$ cat src/rtl/cmac_op_ctrl.sv
// CMAC register-side operation controller: two ping-pong config groups, op_en/done
// producer protocol toward the core config stage, per-group done interrupts.
module cmac_op_ctrl (
  input  logic        nvdla_core_clk,
  input  logic        nvdla_core_rstn,
  input  logic        reg_wr_en,
  input  logic        reg_rd_en,
  input  logic [11:0] reg_offset,
  input  logic [31:0] reg_wr_data,
  output logic [31:0] reg_rd_data,
  output logic        reg_rd_valid,
  input  logic        dp2reg_done,
  output logic        reg2dp_op_en,
  output logic        reg2dp_conv_mode,
  output logic [1:0]  reg2dp_proc_precision,
  output logic [1:0]  cmac2glb_done_intr_pd
);

  localparam logic [9:0] ADDR_STATUS  = 10'h000;
  localparam logic [9:0] ADDR_POINTER = 10'h001;
  localparam logic [9:0] ADDR_OP_EN   = 10'h002;
  localparam logic [9:0] ADDR_MISC    = 10'h003;

  logic [1:0]      op_en;
  logic [1:0]      conv_mode;
  logic [1:0][1:0] precision;
  logic            prod;
  logic            cons;
  logic            done_err;
  logic [1:0]      intr;

  logic [9:0]  addr;
  logic        wr_status, wr_pointer, wr_op_en, wr_misc;
  logic        locked;
  logic        done_ok, done_bad;
  logic [1:0]  status_0, status_1;
  logic [31:0] rd_mux;

  assign addr = reg_offset[11:2];

  // Handshake: reg_rd_en is a one-cycle request; reg_rd_valid pulses exactly one
  // cycle later with reg_rd_data, which then holds until the next read.
  always_comb begin
    wr_status  = reg_wr_en && (addr == ADDR_STATUS);
    wr_pointer = reg_wr_en && (addr == ADDR_POINTER);
    wr_op_en   = reg_wr_en && (addr == ADDR_OP_EN);
    wr_misc    = reg_wr_en && (addr == ADDR_MISC);
    locked     = op_en[prod];
    done_ok    = dp2reg_done && op_en[cons];
    done_bad   = dp2reg_done && !op_en[cons];
    status_0   = op_en[0] ? ((cons == 1'b0) ? 2'd1 : 2'd2) : 2'd0;
    status_1   = op_en[1] ? ((cons == 1'b1) ? 2'd1 : 2'd2) : 2'd0;
    rd_mux     = 32'h0;
    case (addr)
      ADDR_STATUS:  rd_mux = {14'h0, status_1, 7'h0, done_err, 6'h0, status_0};
      ADDR_POINTER: rd_mux = {15'h0, cons, 15'h0, prod};
      ADDR_OP_EN:   rd_mux = {31'h0, op_en[prod]};
      ADDR_MISC:    rd_mux = {18'h0, precision[prod], 11'h0, conv_mode[prod]};
      default:      rd_mux = 32'h0;
    endcase
  end

  always_ff @(posedge nvdla_core_clk or negedge nvdla_core_rstn) begin
    if (!nvdla_core_rstn) begin
      op_en        <= 2'b00;
      conv_mode    <= 2'b00;
      precision    <= {2'b01, 2'b01};
      prod         <= 1'b0;
      cons         <= 1'b0;
      done_err     <= 1'b0;
      intr         <= 2'b00;
      reg_rd_valid <= 1'b0;
      reg_rd_data  <= 32'h0;
    end else begin
      if (wr_pointer) prod <= reg_wr_data[0];
      // Lock uses pre-edge op_en, so a write racing a done on the same group is lost.
      if (wr_op_en && !locked) op_en[prod] <= reg_wr_data[0];
      if (wr_misc && !locked) begin
        conv_mode[prod] <= reg_wr_data[0];
        precision[prod] <= reg_wr_data[13:12];
      end
      if (done_ok) begin
        op_en[cons] <= 1'b0;
        cons        <= ~cons;
      end
      intr <= done_ok ? (cons ? 2'b10 : 2'b01) : 2'b00;
      if (done_bad) done_err <= 1'b1;
      else if (wr_status && reg_wr_data[8]) done_err <= 1'b0;
      reg_rd_valid <= reg_rd_en;
      if (reg_rd_en) reg_rd_data <= rd_mux;
    end
  end

  assign reg2dp_op_en          = op_en[cons];
  assign reg2dp_conv_mode      = conv_mode[cons];
  assign reg2dp_proc_precision = precision[cons];
  assign cmac2glb_done_intr_pd = intr;

  logic unused_bits;
  assign unused_bits = ^{reg_offset[1:0], reg_wr_data[31:14], reg_wr_data[11:9], reg_wr_data[7:1]};

endmodule

$ cat config.mk
export PLATFORM = sky130hd
export DESIGN_NAME = cmac_op_ctrl
export DESIGN_NICKNAME = d
export VERILOG_FILES = /design/src/rtl/cmac_op_ctrl.sv
export SDC_FILE = /design/constraint.sdc
export NUM_CORES = 1
export LEC_CHECK = 0
export BUFFER_PORTS_ARGS = -buffer_cell sky130_fd_sc_hd__buf_2
export CORE_UTILIZATION = 35
export DETAILED_ROUTE_END_ITERATION = 8
export GPL_TIMING_DRIVEN = 0
export PLACE_DENSITY = 0.67
export SYNTH_ARGS = -nofsm -noshare
export SYNTH_HDL_FRONTEND = slang
export SYNTH_SLANG_ARGS = --single-unit
$ cat constraint.sdc
create_clock -name nvdla_core_clk -period 2.5 [get_ports nvdla_core_clk]
set_input_delay 0.25 -clock nvdla_core_clk [delete_from_list [all_inputs] [get_ports nvdla_core_clk]]
set_output_delay 0.25 -clock nvdla_core_clk [all_outputs]
set_load 0.1 [all_outputs]
==> impl_metrics.tcl, run 1 <==
set metrics [dict create \
    synth.avg_cell_area_sq_um 10.4 \
    cts_sinks 21 \
    end_kind "primary output" \
    period_share 0.808 \
    cts-root-buf "clkbuf_4" \
    gr-total-overflow 0 \
    viasPerCell 4.24 \
    clk_latency_ps 300 \
    drc 0 \
    placed_cell_area_sq_um 1580 \
    hold_depth 1 \
    r2r_end "precision[1]" \
    area_growth_pct 26.6 \
    critical_path_class "reg -> out" \
    layout_common_cells "buf_2 (31), buf_4 (25), conb_1 (25)" \
    skew_ps 11.8 \
    p_leak_nw 0.874 \
    wl_per_cell_microns 10.1 \
    layout-drive-gt1-share 0.432 \
    vias 971 \
    synth_edf_count 0 \
    critPathArrivalTime_ps 1770 \
    antenna_found_initial 0 \
    cts_made_buffers 3 \
    htreeDepth 1 \
    power_density_nw_per_um2 533 \
    grt_use_met1 0.147 \
    synth_ff_type "dfrtp_1" \
    timing.final.crit_period_ps 2020 \
    worst_pin_slew_ps 593 \
    netlist-cell-type-count 30 \
    finalSetupTns_ps 0 \
    dr.pass1.iters 4 \
    portBuffers 31 \
    io_pins 88 \
    timing.rr.start "prod" \
    cts-resized-gates 0 \
    clock_path_buffers 2 \
    finalMaxSlewViolations 0 \
    fill_cells 355 \
    r2r_setup_slack_ps 990 \
    die_area_sq_um 3900 \
    hpwlAfterDp_microns 1900 \
    grt-busiest-layer "met2" \
    grt_pass1_vias 926 \
    use_met3 0.0511 \
    grt_max_degree 22 \
    ir_worst_vdd_mv 0.180 \
    start_util 0.374 \
    r2r_cells 4 \
    min_from "reg_rd_en" \
    synth-seq-cells 21 \
    grt_use_total 0.128 \
    synth-seq-area-share 0.413 \
    cp.required_ps 2250 \
    ant_nets 0 \
    relSlewSlack 0.601 \
    final_cell_area_sq_um 1620 \
    fin_nets 233 \
    setup_viol 0 \
    startpoint_type "flip-flop" \
    grtUsageMet2 0.226 \
    maxCapViolCount 0 \
    dieWidth_microns 62.4 \
    drt-total-wl_microns 2320 \
    place.gp.congestion 0.770 \
    final_common_cell "buf_2" \
    rsz0062_at_grt "false" \
    cts_tree "built" \
    min_path_type "in -> reg" \
    coreArea_sq_um 3420 \
    drt_iter0_drc 41 \
    outcome "finished clean" \
    die_height_microns 62.4 \
    syn_area_sq_um 1280 \
    worstHoldEndpoint "reg_rd_valid" \
    synthArstFlopShare 1.00 \
    grt_pass1_wl_microns 4000 \
    synth_warnings 0 \
    fmaxAchievable_ghz 0.495 \
    antenna_cells 0 \
    hold_viol 0 \
    crit_fanout 10 \
    rows 21 \
    path_clk_slew_ps 120 \
    synthCells 123 \
]
## metal layers
layer	part of all wire	wire length, microns
met5	0	0
met4	0	0
met3	0.079	183
met2	0.53	1230
met1	0.39	908
## cells in the mapped netlist (2+ instances only)
master    number  area, sq um
and3b_1        2         17.5
inv_1         14         52.6
or4_4          2         22.5
dfrtp_1       19          475
nor4_1         3         18.8
o32ai_1        4         35.0
nand2b_1       2         12.5
nor3b_1        2         15.0
clkbuf_1       3         11.3
mux2_2        11          124
o22ai_1        5         31.3
nand2_1        8         30.0
nand3_1        2         10.0
buf_4         25          188
nor4_4         2         42.5
clkbuf_8       2         27.5
nand4_1        2         12.5
mux2i_1        2         20.0
dfstp_2        2         52.6
## worst max path at each step
stage	startpoint	to	cells past startpoint
after floorplan	cons	done_err	4
after global routing	cons	reg2dp_conv_mode	3
after CTS	cons	reg2dp_conv_mode	3
after global placement	reg_offset[11]	conv_mode[1]	4
final	cons	reg2dp_conv_mode	3
after detailed placement	reg_offset[11]	conv_mode[1]	4
## timing repair
item | CTS | global route
hold buffers | 1 | 0
hold endpoints to repair | 19 | 0
setup buffers | 0 | 0
## flip-flops by register name, summed over array words and instances, names as in the netlist
signal                 flops
cmac2glb_done_intr_pd      2
cons                       1
conv_mode                  2
done_err                   1
op_en                      2
precision                  4
prod                       1
reg_rd_data                7
reg_rd_valid               1
## area by class of cell
class / count / area, sq um / area share
clock buffers: 3 / 22.5 / 0.0139
plain buffers: 30 / 226 / 0.140
repair buffers: 32 / 165 / 0.102
clock inverters: 1 / 5.00 / 0.00309
inverters: 14 / 52.6 / 0.0325
flip-flops and latches: 21 / 528 / 0.326
well taps: 46 / 57.6 / 0.0356
multi-input cells: 82 / 561 / 0.346
## cells by family after synthesis
group                  share of synthesized area
muxes                                      0.113
buffers and inverters                      0.218
other                                    0.00294
and+or+nand+nor                            0.173
AOI/OAI and AO/OA                         0.0793
DFF                                        0.413
## report_power, final
| group | switching (mW) | internal [mW] | total [mW] |
|---|---|---|---|
| clock network | 0.0975 | 0.0597 | 0.157 |
| logic | 0.265 | 0.0697 | 0.335 |
| registers | 0.0149 | 0.355 | 0.370 |
## critical path, stage by stage, from the launching register on
cell	delay [ps]
dfrtp_1	380
clkbuf_1	400
mux2_2	390
buf_2	290
## through the flow
stage	std cells	hold slack, ps	worst slack (ps)	total power, mW	util
finish	229	58.3	481	0.862	0.474
global placement	224	228	699	0.708	0.463
detailed placement	224	228	694	0.710	0.463
floorplan	147	-45.6	738	0.665	-
CTS	229	49.1	469	0.871	0.474
global route	229	33.7	379	0.904	0.474
(Power assumes the default switching activity.)
==> run 2, diff against run 1 <==
--- a/config.mk
+++ b/config.mk
@@ -9,7 +9,7 @@
 export CORE_UTILIZATION = 35
 export DETAILED_ROUTE_END_ITERATION = 8
 export GPL_TIMING_DRIVEN = 0
-export PLACE_DENSITY = 0.67
+export PLACE_DENSITY = 0.69
 export SYNTH_ARGS = -nofsm -noshare
 export SYNTH_HDL_FRONTEND = slang
 export SYNTH_SLANG_ARGS = --single-unit
==> constraint.sdc (replaced) <==
create_clock -name nvdla_core_clk -period 1.8 [get_ports nvdla_core_clk]
set_input_delay 0.18 -clock nvdla_core_clk [delete_from_list [all_inputs] [get_ports nvdla_core_clk]]
set_output_delay 0.18 -clock nvdla_core_clk [all_outputs]
set_load 0.1 [all_outputs]
==> run 2 against run 1 <==
Compared with the run above: first-iteration DRC count up 4.9%; highest routed layer is now met4; non-clock buffer count unchanged; core utilization up 0.29 points; critical endpoint is now reg2dp_proc_precision[1]; sequential cell count unchanged; clock skew down 5.9 ps; design area up 0.62%; clock-buffer cell count unchanged; routed wire length up 2.5%; hold slack better by 56 ps; global-route usage up 0.093 points; die area unchanged.
==> impl_metrics.tcl, run 2 (synthesis results as in run 1) <==
set metrics [dict create \
    final_common_cell "buf_2" \
    p_leak_nw 0.874 \
    wl_per_cell_microns 10.4 \
    grt_pass1_vias 921 \
    relSlewSlack 0.622 \
    maxCapViolCount 0 \
    timing.rr.start "prod" \
    cp.required_ps 1620 \
    startpoint_type "flip-flop" \
    r2r_end "precision[1]" \
    worst_pin_slew_ps 562 \
    crit_fanout 12 \
    min_path_type "in -> reg" \
    portBuffers 31 \
    fin_nets 233 \
    skew_ps 5.88 \
    regMostFlops "reg_rd_data" \
    grt_max_degree 22 \
    gr-total-overflow 0 \
    reg_top3 "reg_rd_data: 7 flops, precision: 4 flops" \
    hold_depth 2 \
    grt_pass1_wl_microns 3970 \
    die_height_microns 62.4 \
    timing.final.crit_period_ps 1680 \
    htreeDepth 1 \
    layout-drive-gt1-share 0.437 \
    worstHoldEndpoint "precision[2]" \
    post-cts-setup-buffers 0 \
    ant_nets 0 \
    rsz0062_at_grt "false" \
    grt_use_total 0.129 \
    cts_made_buffers 3 \
    end_kind "primary output" \
    die_area_sq_um 3900 \
    critical_path_class "reg -> out" \
    finalSetupTns_ps 0 \
    finalMaxSlewViolations 0 \
    place.gp.congestion 0.787 \
    r2r_cells 4 \
    start_util 0.374 \
    cts_tree "built" \
    clock_path_buffers 2 \
    period_share 0.934 \
    cts_sinks 21 \
    outcome "finished clean" \
    setup_ws_ps 119 \
    coreArea_sq_um 3420 \
    setup_viol 0 \
    power_density_nw_per_um2 745 \
    cts-root-buf "clkbuf_4" \
    preCtsSetupSlack_ps 60.2 \
    drc 0 \
    rows 21 \
    dr.pass1.iters 4 \
    finalPower_mw 1.21 \
    dpl.cell_count 224 \
    layout_common_cells "buf_2 (30), buf_4 (25), conb_1 (25)" \
    drt-total-wl_microns 2380 \
    area_growth_pct 27.4 \
    fmaxAchievable_ghz 0.595 \
    critPathArrivalTime_ps 1500 \
    hpwlAfterDp_microns 1870 \
    io_pins 88 \
    dieWidth_microns 62.4 \
    r2r_setup_slack_ps 280 \
    stdcell_count 229 \
    vias 965 \
    antenna_found_initial 0 \
    path_clk_slew_ps 120 \
    clk_latency_ps 310 \
    hold_viol 0 \
    viasPerCell 4.21 \
    ir_worst_vdd_mv 0.394 \
    min_from "reg_wr_data[12]" \
    largest_reg_flops 7 \
    drt_iter0_drc 43 \
    antenna_cells 0 \
]
## run 2: per-stage QoR
stage,hold slack [ps],utilization,cell area [sq um]
after floorplan,-116,-,1370
after global placement,161,0.463,1580
after detailed placement,158,0.463,1580
after CTS,101,0.475,1620
after global routing,99.8,0.477,1630
final,115,0.477,1630
## run 2: final cells by class
class	count	area, sq um
inverter	14	52.6
tap	46	57.6
clock inverter	1	5.00
buffer	29	223
timing repair buffer	33	178
fill	348	1790
sequential	21	529
multi-input combinational	82	561
clock buffer	3	22.5
## run 2: per-layer routing
metal | up-vias | track usage | wire length (microns)
met5 | - | 0 | 0
met3 | 3 | 0.0493 | 166
met2 | 36 | 0.235 | 1210
met4 | 0 | 0.0320 | 10
li1 | 500 | - | -
met1 | 426 | 0.138 | 987
## run 2: critical path, stage by stage (launching register included)
cell     delay, ps
dfrtp_2        510
mux2_2         260
buf_2          420
## run 2: how the worst max path moves through the flow
stage | from | to | slack, ps | depth (start not counted)
after CTS | cons | reg2dp_op_en | 10 | 3
after floorplan | cons | done_err | 40 | 4
after detailed placement | reg_offset[11] | precision[1] | 60 | 4
after global placement | reg_offset[11] | conv_mode[0] | 70 | 4
final | cons | reg2dp_proc_precision[1] | 120 | 2
after global routing | cons | reg2dp_proc_precision[1] | 70 | 2
## run 2: what timing repair did
item                                   in CTS  in global routing
setup endpoints to repair                   4                  4
endpoints found under the hold margin      20                  0
gates resized for setup                     0                  2
hold buffers                                2                  0
## run 2: power by group
group	total (mW)	switching, mW	internal [mW]
Sequential	0.529	0.0350	0.494
Clock	0.232	0.149	0.0832
Combinational	0.453	0.354	0.0982
Total	1.21	0.538	0.675
